### config.mk
export PLATFORM = sky130hd
export DESIGN_NAME = pixel_column_reader
export DESIGN_NICKNAME = d
export VERILOG_FILES = /design/src/rtl/sobel_pkg.sv /design/src/rtl/window_shift_reg.sv /design/src/rtl/pixel_column_reader.sv
export SDC_FILE = /design/constraint.sdc
export NUM_CORES = 1
export LEC_CHECK = 0
export CAP_MARGIN = 20
export CORE_ASPECT_RATIO = 0.5
export CORE_MARGIN = 4
export CORE_UTILIZATION = 45
export DETAILED_ROUTE_END_ITERATION = 10
export MAX_ROUTING_LAYER = met4
export PLACE_DENSITY_LB_ADDON = 0.05
export SYNTH_ARGS = -nofsm -noshare
export SYNTH_HDL_FRONTEND = slang
export SYNTH_SLANG_ARGS = --single-unit
### constraint.sdc
create_clock -name clk -period 6.2 [get_ports clk]
set_clock_uncertainty 0.05 [all_clocks]
set_input_delay 0.62 -clock clk [delete_from_list [all_inputs] [get_ports clk]]
set_output_delay 0.62 -clock clk [all_outputs]
set_load 0.02 [all_outputs]
### src/rtl/sobel_pkg.sv
// Shared types and constants for the Sobel pixel column reader.
package sobel_pkg;

    typedef enum logic [2:0] {
        IDLE  = 3'd0,
        REQ0  = 3'd1,
        REQ1  = 3'd2,
        REQ2  = 3'd3,
        SHIFT = 3'd4,
        DONE  = 3'd5
    } reader_state_t;

    localparam int READ_TIMEOUT_CYCLES = 255;
    localparam int WIN_ROWS            = 3;
    localparam int WIN_COLS            = 3;

endpackage

### src/rtl/window_shift_reg.sv
// 3x3 pixel window; on shift_en every row moves one column left and the
// incoming 3-pixel column lands in column 2 (newest).
module window_shift_reg
    import sobel_pkg::*;
#(
    parameter int PIX_W = 8
) (
    input  logic                                 clk,
    input  logic                                 n_rst,
    input  logic                                 shift_en,
    input  logic [WIN_ROWS*PIX_W-1:0]            col_in,
    output logic [WIN_ROWS*WIN_COLS*PIX_W-1:0]   window
);

    logic [WIN_ROWS*WIN_COLS*PIX_W-1:0] win_q, win_d;

    always_comb begin
        win_d = win_q;
        if (shift_en) begin
            for (int r = 0; r < WIN_ROWS; r++) begin
                for (int c = 0; c < WIN_COLS; c++) begin
                    if (c < WIN_COLS - 1)
                        win_d[PIX_W*(WIN_COLS*r+c) +: PIX_W] = win_q[PIX_W*(WIN_COLS*r+c+1) +: PIX_W];
                    else
                        win_d[PIX_W*(WIN_COLS*r+c) +: PIX_W] = col_in[PIX_W*r +: PIX_W];
                end
            end
        end
    end

    always_ff @(posedge clk or negedge n_rst) begin
        if (!n_rst) win_q <= '0;
        else        win_q <= win_d;
    end

    assign window = win_q;

endmodule

### src/rtl/pixel_column_reader.sv
// Fetches one 3-pixel column per start_read and shifts it into the 3x3 window.
// Optional read timeout with read_err output: define SOBEL_READ_TIMEOUT_EN.
module pixel_column_reader
    import sobel_pkg::*;
#(
    parameter int ADDR_W    = 16,
    parameter int PIX_W     = 8,
    parameter int IMG_WIDTH = 640
) (
    input  logic                 clk,
    input  logic                 n_rst,
    input  logic                 start_read,
    input  logic [ADDR_W-1:0]    base_addr,
    output logic                 read_done,
    output logic                 busy,
    output logic                 mem_read,
    output logic [ADDR_W-1:0]    mem_addr,
    input  logic                 mem_ack,
    input  logic [PIX_W-1:0]     mem_rdata,
    output logic [9*PIX_W-1:0]   window
`ifdef SOBEL_READ_TIMEOUT_EN
    ,
    output logic                 read_err
`endif
);

    reader_state_t                state_q, state_d;
    logic [ADDR_W-1:0]            addr_q, addr_d;
    logic [WIN_ROWS*PIX_W-1:0]    col_q, col_d;
    logic                         mem_read_q, busy_q, done_q;
    logic [ADDR_W-1:0]            mem_addr_q;
    logic [1:0]                   row;
`ifdef SOBEL_READ_TIMEOUT_EN
    logic [7:0]                   cnt_q, cnt_d;
    logic                         err_q, err_d;
`endif

    function automatic logic [ADDR_W-1:0] req_addr(input reader_state_t s,
                                                   input logic [ADDR_W-1:0] base);
        case (s)
            REQ0:    return base;
            REQ1:    return base + ADDR_W'(IMG_WIDTH);
            REQ2:    return base + ADDR_W'(2 * IMG_WIDTH);
            default: return '0;
        endcase
    endfunction

    function automatic logic is_req(input reader_state_t s);
        return (s == REQ0) || (s == REQ1) || (s == REQ2);
    endfunction

    always_comb begin
        state_d = state_q;
        addr_d  = addr_q;
        col_d   = col_q;
        row     = 2'd0;
`ifdef SOBEL_READ_TIMEOUT_EN
        cnt_d   = cnt_q;
        err_d   = 1'b0;
`endif
        case (state_q)
            IDLE: begin
                if (start_read) begin
                    addr_d  = base_addr;
                    state_d = REQ0;
`ifdef SOBEL_READ_TIMEOUT_EN
                    cnt_d   = '0;
`endif
                end
            end
            REQ0, REQ1, REQ2: begin
                row = (state_q == REQ0) ? 2'd0 : (state_q == REQ1) ? 2'd1 : 2'd2;
                if (mem_ack) begin
                    col_d[PIX_W*row +: PIX_W] = mem_rdata;
                    state_d = (state_q == REQ0) ? REQ1 : (state_q == REQ1) ? REQ2 : SHIFT;
`ifdef SOBEL_READ_TIMEOUT_EN
                    cnt_d   = '0;
                end else if (cnt_q == 8'(READ_TIMEOUT_CYCLES - 1)) begin
                    // Give up on this column: window stays as it was.
                    state_d = DONE;
                    err_d   = 1'b1;
                end else begin
                    cnt_d   = cnt_q + 8'd1;
`endif
                end
            end
            SHIFT:   state_d = DONE;
            DONE:    state_d = IDLE;
            default: state_d = IDLE;
        endcase
    end

    // Outputs are registered from the next-state values so they line up with state_q.
    always_ff @(posedge clk or negedge n_rst) begin
        if (!n_rst) begin
            state_q    <= IDLE;
            addr_q     <= '0;
            col_q      <= '0;
            mem_read_q <= 1'b0;
            busy_q     <= 1'b0;
            done_q     <= 1'b0;
            mem_addr_q <= '0;
`ifdef SOBEL_READ_TIMEOUT_EN
            cnt_q      <= '0;
            err_q      <= 1'b0;
`endif
        end else begin
            state_q    <= state_d;
            addr_q     <= addr_d;
            col_q      <= col_d;
            mem_read_q <= is_req(state_d);
            busy_q     <= (state_d != IDLE);
            done_q     <= (state_d == DONE);
            mem_addr_q <= req_addr(state_d, addr_d);
`ifdef SOBEL_READ_TIMEOUT_EN
            cnt_q      <= cnt_d;
            err_q      <= err_d;
`endif
        end
    end

    assign read_done = done_q;
    assign busy      = busy_q;
    assign mem_read  = mem_read_q;
    assign mem_addr  = mem_addr_q;
`ifdef SOBEL_READ_TIMEOUT_EN
    assign read_err  = err_q;
`endif

    window_shift_reg #(.PIX_W(PIX_W)) u_win (
        .clk      (clk),
        .n_rst    (n_rst),
        .shift_en (state_q == SHIFT),
        .col_in   (col_q),
        .window   (window)
    );

endmodule

Word-level counts from Yosys, hierarchy flattened
Index checks and enable logic that the tools add are counted.

cells by class
  equal/unequal tests = 8
  add/sub/neg operators = 3
  shift operators = 2
  muxes and demuxes = 11
  reduce and logical (&&, ||, !) cells = 6

operators with widths
  operator                   count
  $pmux W16 S3               1
  $neg A5 Y34                1
  $shift A8 B34 Y24 const A  1
  $shiftx A8 B34 Y24         1
  $mux W16                   2
  $bwmux W24                 1
  $add A16 B10 Y16 const B   1
  $add A16 B11 Y16 const B   1
  $eq A3 B2 Y1 const B       4
  $mux W3                    4
  $pmux W3 S3                1
  $eq A3 B1 Y1 const B       2
  $eq A3 B3 Y1 const B       2
  $mux W2                    2
  $logic_not A3 Y1           1
  $reduce_bool A3 Y1         1
  $reduce_or A3 Y1           1
  $logic_or A1 B1 Y1         2
  $reduce_and A2 Y1          1

storage, ports and cells
  output and inout bits = 91
  register bits after elaboration = 134
  word-level logic and storage cells = 38

Longest topological paths before layout
  depth after elaboration = 8
  gate-level depth with buffers = 11

Hierarchy
From an unflattened synthesis, not the netlist that was laid out.

unflattened totals
  cell total of the unflattened synthesis = 408
  area, all modules = 5871.9 sq um

modules (own cells, without submodules)
  module               sequential area each (sq um)  cells each  area an instance (sq um)  times used
  window_shift_reg     1801.7                        152         3026.7                    1
  pixel_column_reader  1551.5                        256         2845.2                    1

Worst setup path after synthesis
No wires, ideal clock.

  kind = input -> register
  start = input start_read
  end = register mem_addr_q[14], in the netlist mem_addr[14]
  required time = 6039 ps
  stages = 9
  path slack = 2908 ps
  buffers on the path = 2
  data arrival time = 3131 ps
  path through = nor4b_4 > buf_6 > buf_2 > mux2_2 > ha_1 > or3_1 > a31oi_1 > o21ai_1 > a2111oi_2

on the way
  longest elaborated chain between the ends = 4
  elaborated cells between the ends (all ways) = 10

ends and longest elaborated chain
  what                                                         line                                                  source
  from (decl)                                                  pixel_column_reader.sv:12                             input logic start_read,
  $mux W16 *                                                   pixel_column_reader.sv:63                             if (start_read) begin
  $mux W16 *                                                   pixel_column_reader.sv:61                             case (state_q)
  via addr_d[8]                                                pixel_column_reader.sv:28                             logic [ADDR_W-1:0] addr_q, addr_d;
  $add A16 B11 Y16 / $add A16 B10 Y16 (equally long branches)  pixel_column_reader.sv:43, pixel_column_reader.sv:42
  $pmux W16 S3 *                                               pixel_column_reader.sv:40                             case (s)
  to (signal assigned)                                         pixel_column_reader.sv:114                            mem_addr_q <= req_addr(state_d, addr_d);
  to (decl)                                                    pixel_column_reader.sv:31                             logic [ADDR_W-1:0] mem_addr_q;

Mark *: on every way through the listed nets, which the timed path passes. The rest lies on a longest branch.
A chain may end at the register's enable or synchronous reset.

Worst setup path after layout
Ends and elaborated chain as after synthesis.

==> flow_summary.ini <==
[place]
hpwl_um = 8180
dpl.cell_count = 814
portBuffers = 118
gp_congestion = 0.866
dp_worst_setup_slack_ns = 2.63

[global_routing]
antenna_found_initial = 0
grt_use_total_pct = 19.6
grt_pass1_vias = 4115
grt_max_degree = 85
overflow = 0
grt_pass1_wl_um = 21200

[clock_tree]
post_cts_resized = 0
htreeDepth = 4
numCtsBuffers = 17
root_buffer = clkbuf_16
insertion_delay_ns = 0.42
cts_tree = done
cts_setup_buffers = 0
clockBufferDepth = 2
cts.sinks = 134
holdBufCountCts = 0
clk_pin_slew_ns = 0.06

[sta]
finalCritPeriodShare_pct = 50.6
rsz0062_at_grt = false
setup_ws_ns = 3.06
hold_ws_ns = 0.0752
fin_crit_ns = 3.14
relSlewSlack_pct = 46.3
setup_viol = 0
hold_viol_final = 0
worst_pin_slew_ns = 0.803
setup_tns_ns = 0
fmax_ghz = 0.319
slew_violations = 0

[routing]
drc = 0
vias = 4142
drt_iter0_markers = 381
via_per_inst = 4.89
firstDrtPassIters = 4
post_drt_wl_per_cell_um = 14.9
totalWireLength_um = 12600
ant_nets = 0

[power_and_ir_drop]
ir_drop_uv = 249
powerDensity_nw_per_um2 = 536
cellLeakagePower_uw = 0.00358

[logic_synthesis]
avgSynthCellArea_um2 = 9.89
synth_edf_count = 0
synthTopCellsByArea = dfrtp_1 (61%), nand2_1 (17%), mux2_2 (2.7%)
seq_area_frac_synth_pct = 61.2
syn_area_um2 = 5480
syn-instance-count = 554
ys.flop_type = dfrtp_1
yosys_warnings = 0
async_flop_share_pct = 100
syn-num-nets = 587
yosys_register_bits = 134
yosysTopAreaCell = dfrtp_1
synthDistinctLibCells = 46
yosysTopAreaCellShare_pct = 61.2

[final_layout]
n_antenna_cell = 0
fin_cells = 847
mostFrequentLayoutCell = nand2_1
area_growth_pct = 35.4
fin_nets = 702
finish.utilization_pct = 62.6
drive_gt1_share_pct = 8.80
final_cell_mix = nand2_1 (254), dfrtp_1 (134), clkdlybuf4s50_1 (117)

[critical_path]
path_cells = clkdlybuf4s50_1, nor4b_4, mux2_2, ha_1, or3_1, a31oi_1, o21ai_1, a2111oi_2
crit_slowest_cell = clkdlybuf4s50_1
cp-end-kind = flop
start_kind = primary input
crit_type = primary input to flop
cp_top_family = simple AND/OR/NAND/NOR gates
worstPathRequired_ns = 6.46
max_stage_delay_ns = 0.50
cp_max_fo = 6
crit_buf_inv = 1
worst_ep_arrival_time_ns = 3.39

[run_status]
status = complete, no violations

[floorplanning]
core_area_um2 = 11800
initial_core_util_pct = 46.3
die_h_um = 86.0
die_w_um = 164
io_pins = 119
die-area_um2 = 14100
rows = 28

[hold_path]
hold_path.class = primary input to asynchronous set/reset pin

[job]
max_cap_viol_count = 0
power by group:
part | switching, uW | internal (uW) | leakage (uW)
combinational | 865 | 672 | 0.00150
clock | 410 | 644 | 0.000295
sequential | 198 | 1190 | 0.00178
total | 1470 | 2500 | 0.00358
state kept, by name, indices dropped and copies added, names as in the netlist:
register and cells:
u_win.window 72, mem_read 1, read_done 1, col_q 24, addr_q 16, state_q 3, busy 1, mem_addr 16
routing by layer:
metal / wire [um] / GRT usage [%]
met2: 5720 / 28.0
met5: 0 / -
met4: 119 / 6.39
met3: 591 / 4.66
met1: 6170 / 27.7
worst register-to-register path: stages, from the launching register on:
cell and delay [ns]:
dfrtp_1 0.53, nor4b_4 0.52, mux2_2 0.44, ha_1 0.28
or3_1 0.39, a31oi_1 0.28, o21ai_1 0.13, a2111oi_2 0.35
final cells by class:
cell class | count | area (um2)
fill | 1012 | 4430
sequential | 134 | 3350
multi-input combinational | 384 | 1970
timing repair buffer | 123 | 1230
clock buffer | 17 | 425
tap | 165 | 206
clock inverter | 15 | 193
inverter | 9 | 33.8
metrics by stage:
step / power, uW / area [um2]
6_report: 3980 / 7410
5_1_grt: 4250 / 7410
4_1_cts: 4010 / 7390
3_5_place_dp: 2930 / 6780
3_3_place_gp: 2900 / 6780
2_1_floorplan: 2330 / 5480
cell usage after synthesis, types with 3 or more instances:
cell type  instances
nand2_1          255
dfrtp_1          134
o21ai_0           22
clkbuf_1          17
mux2_2            13
mux2i_1           10
nor2_1             9
a22o_1             8
inv_1              8
and2_1             7
buf_1              5
ha_1               5
nor2b_1            5
xnor2_1            4
a21oi_1            3
o32a_1             3
or2_2              3
final timing paths:
| check | to | cells after the start | start | slack, ns |
|---|---|---|---|---|
| min | u_win.window[6] | 1 | n_rst | 0.08 |
| max | mem_addr[14] | 8 | start_read | 3.06 |
| min in group clk | u_win.window[21] | 2 | col_q[5] | 0.42 |
| max reg2reg | mem_addr[14] | 7 | state_q[0] | 3.13 |
| max in group asynchronous | mem_addr[6] | 3 | n_rst | 4.84 |
| min reg2reg | u_win.window[21] | 2 | col_q[5] | 0.42 |
cell families (layout without fill, tap and decap cells):
| group | after synthesis | after routing | synth area share (%) |
|---|---|---|---|
| buf+inv | 36 | 164 | 2.86 |
| xor+xnor | 5 | 5 | 0.799 |
| compound gates | 59 | 59 | 7.40 |
| simple gates | 291 | 291 | 21.8 |
| mux | 24 | 24 | 4.77 |
| flops | 134 | 134 | 61.2 |
| fa+ha+maj | 5 | 5 | 1.14 |
Power figures use the tool's default switching activity.
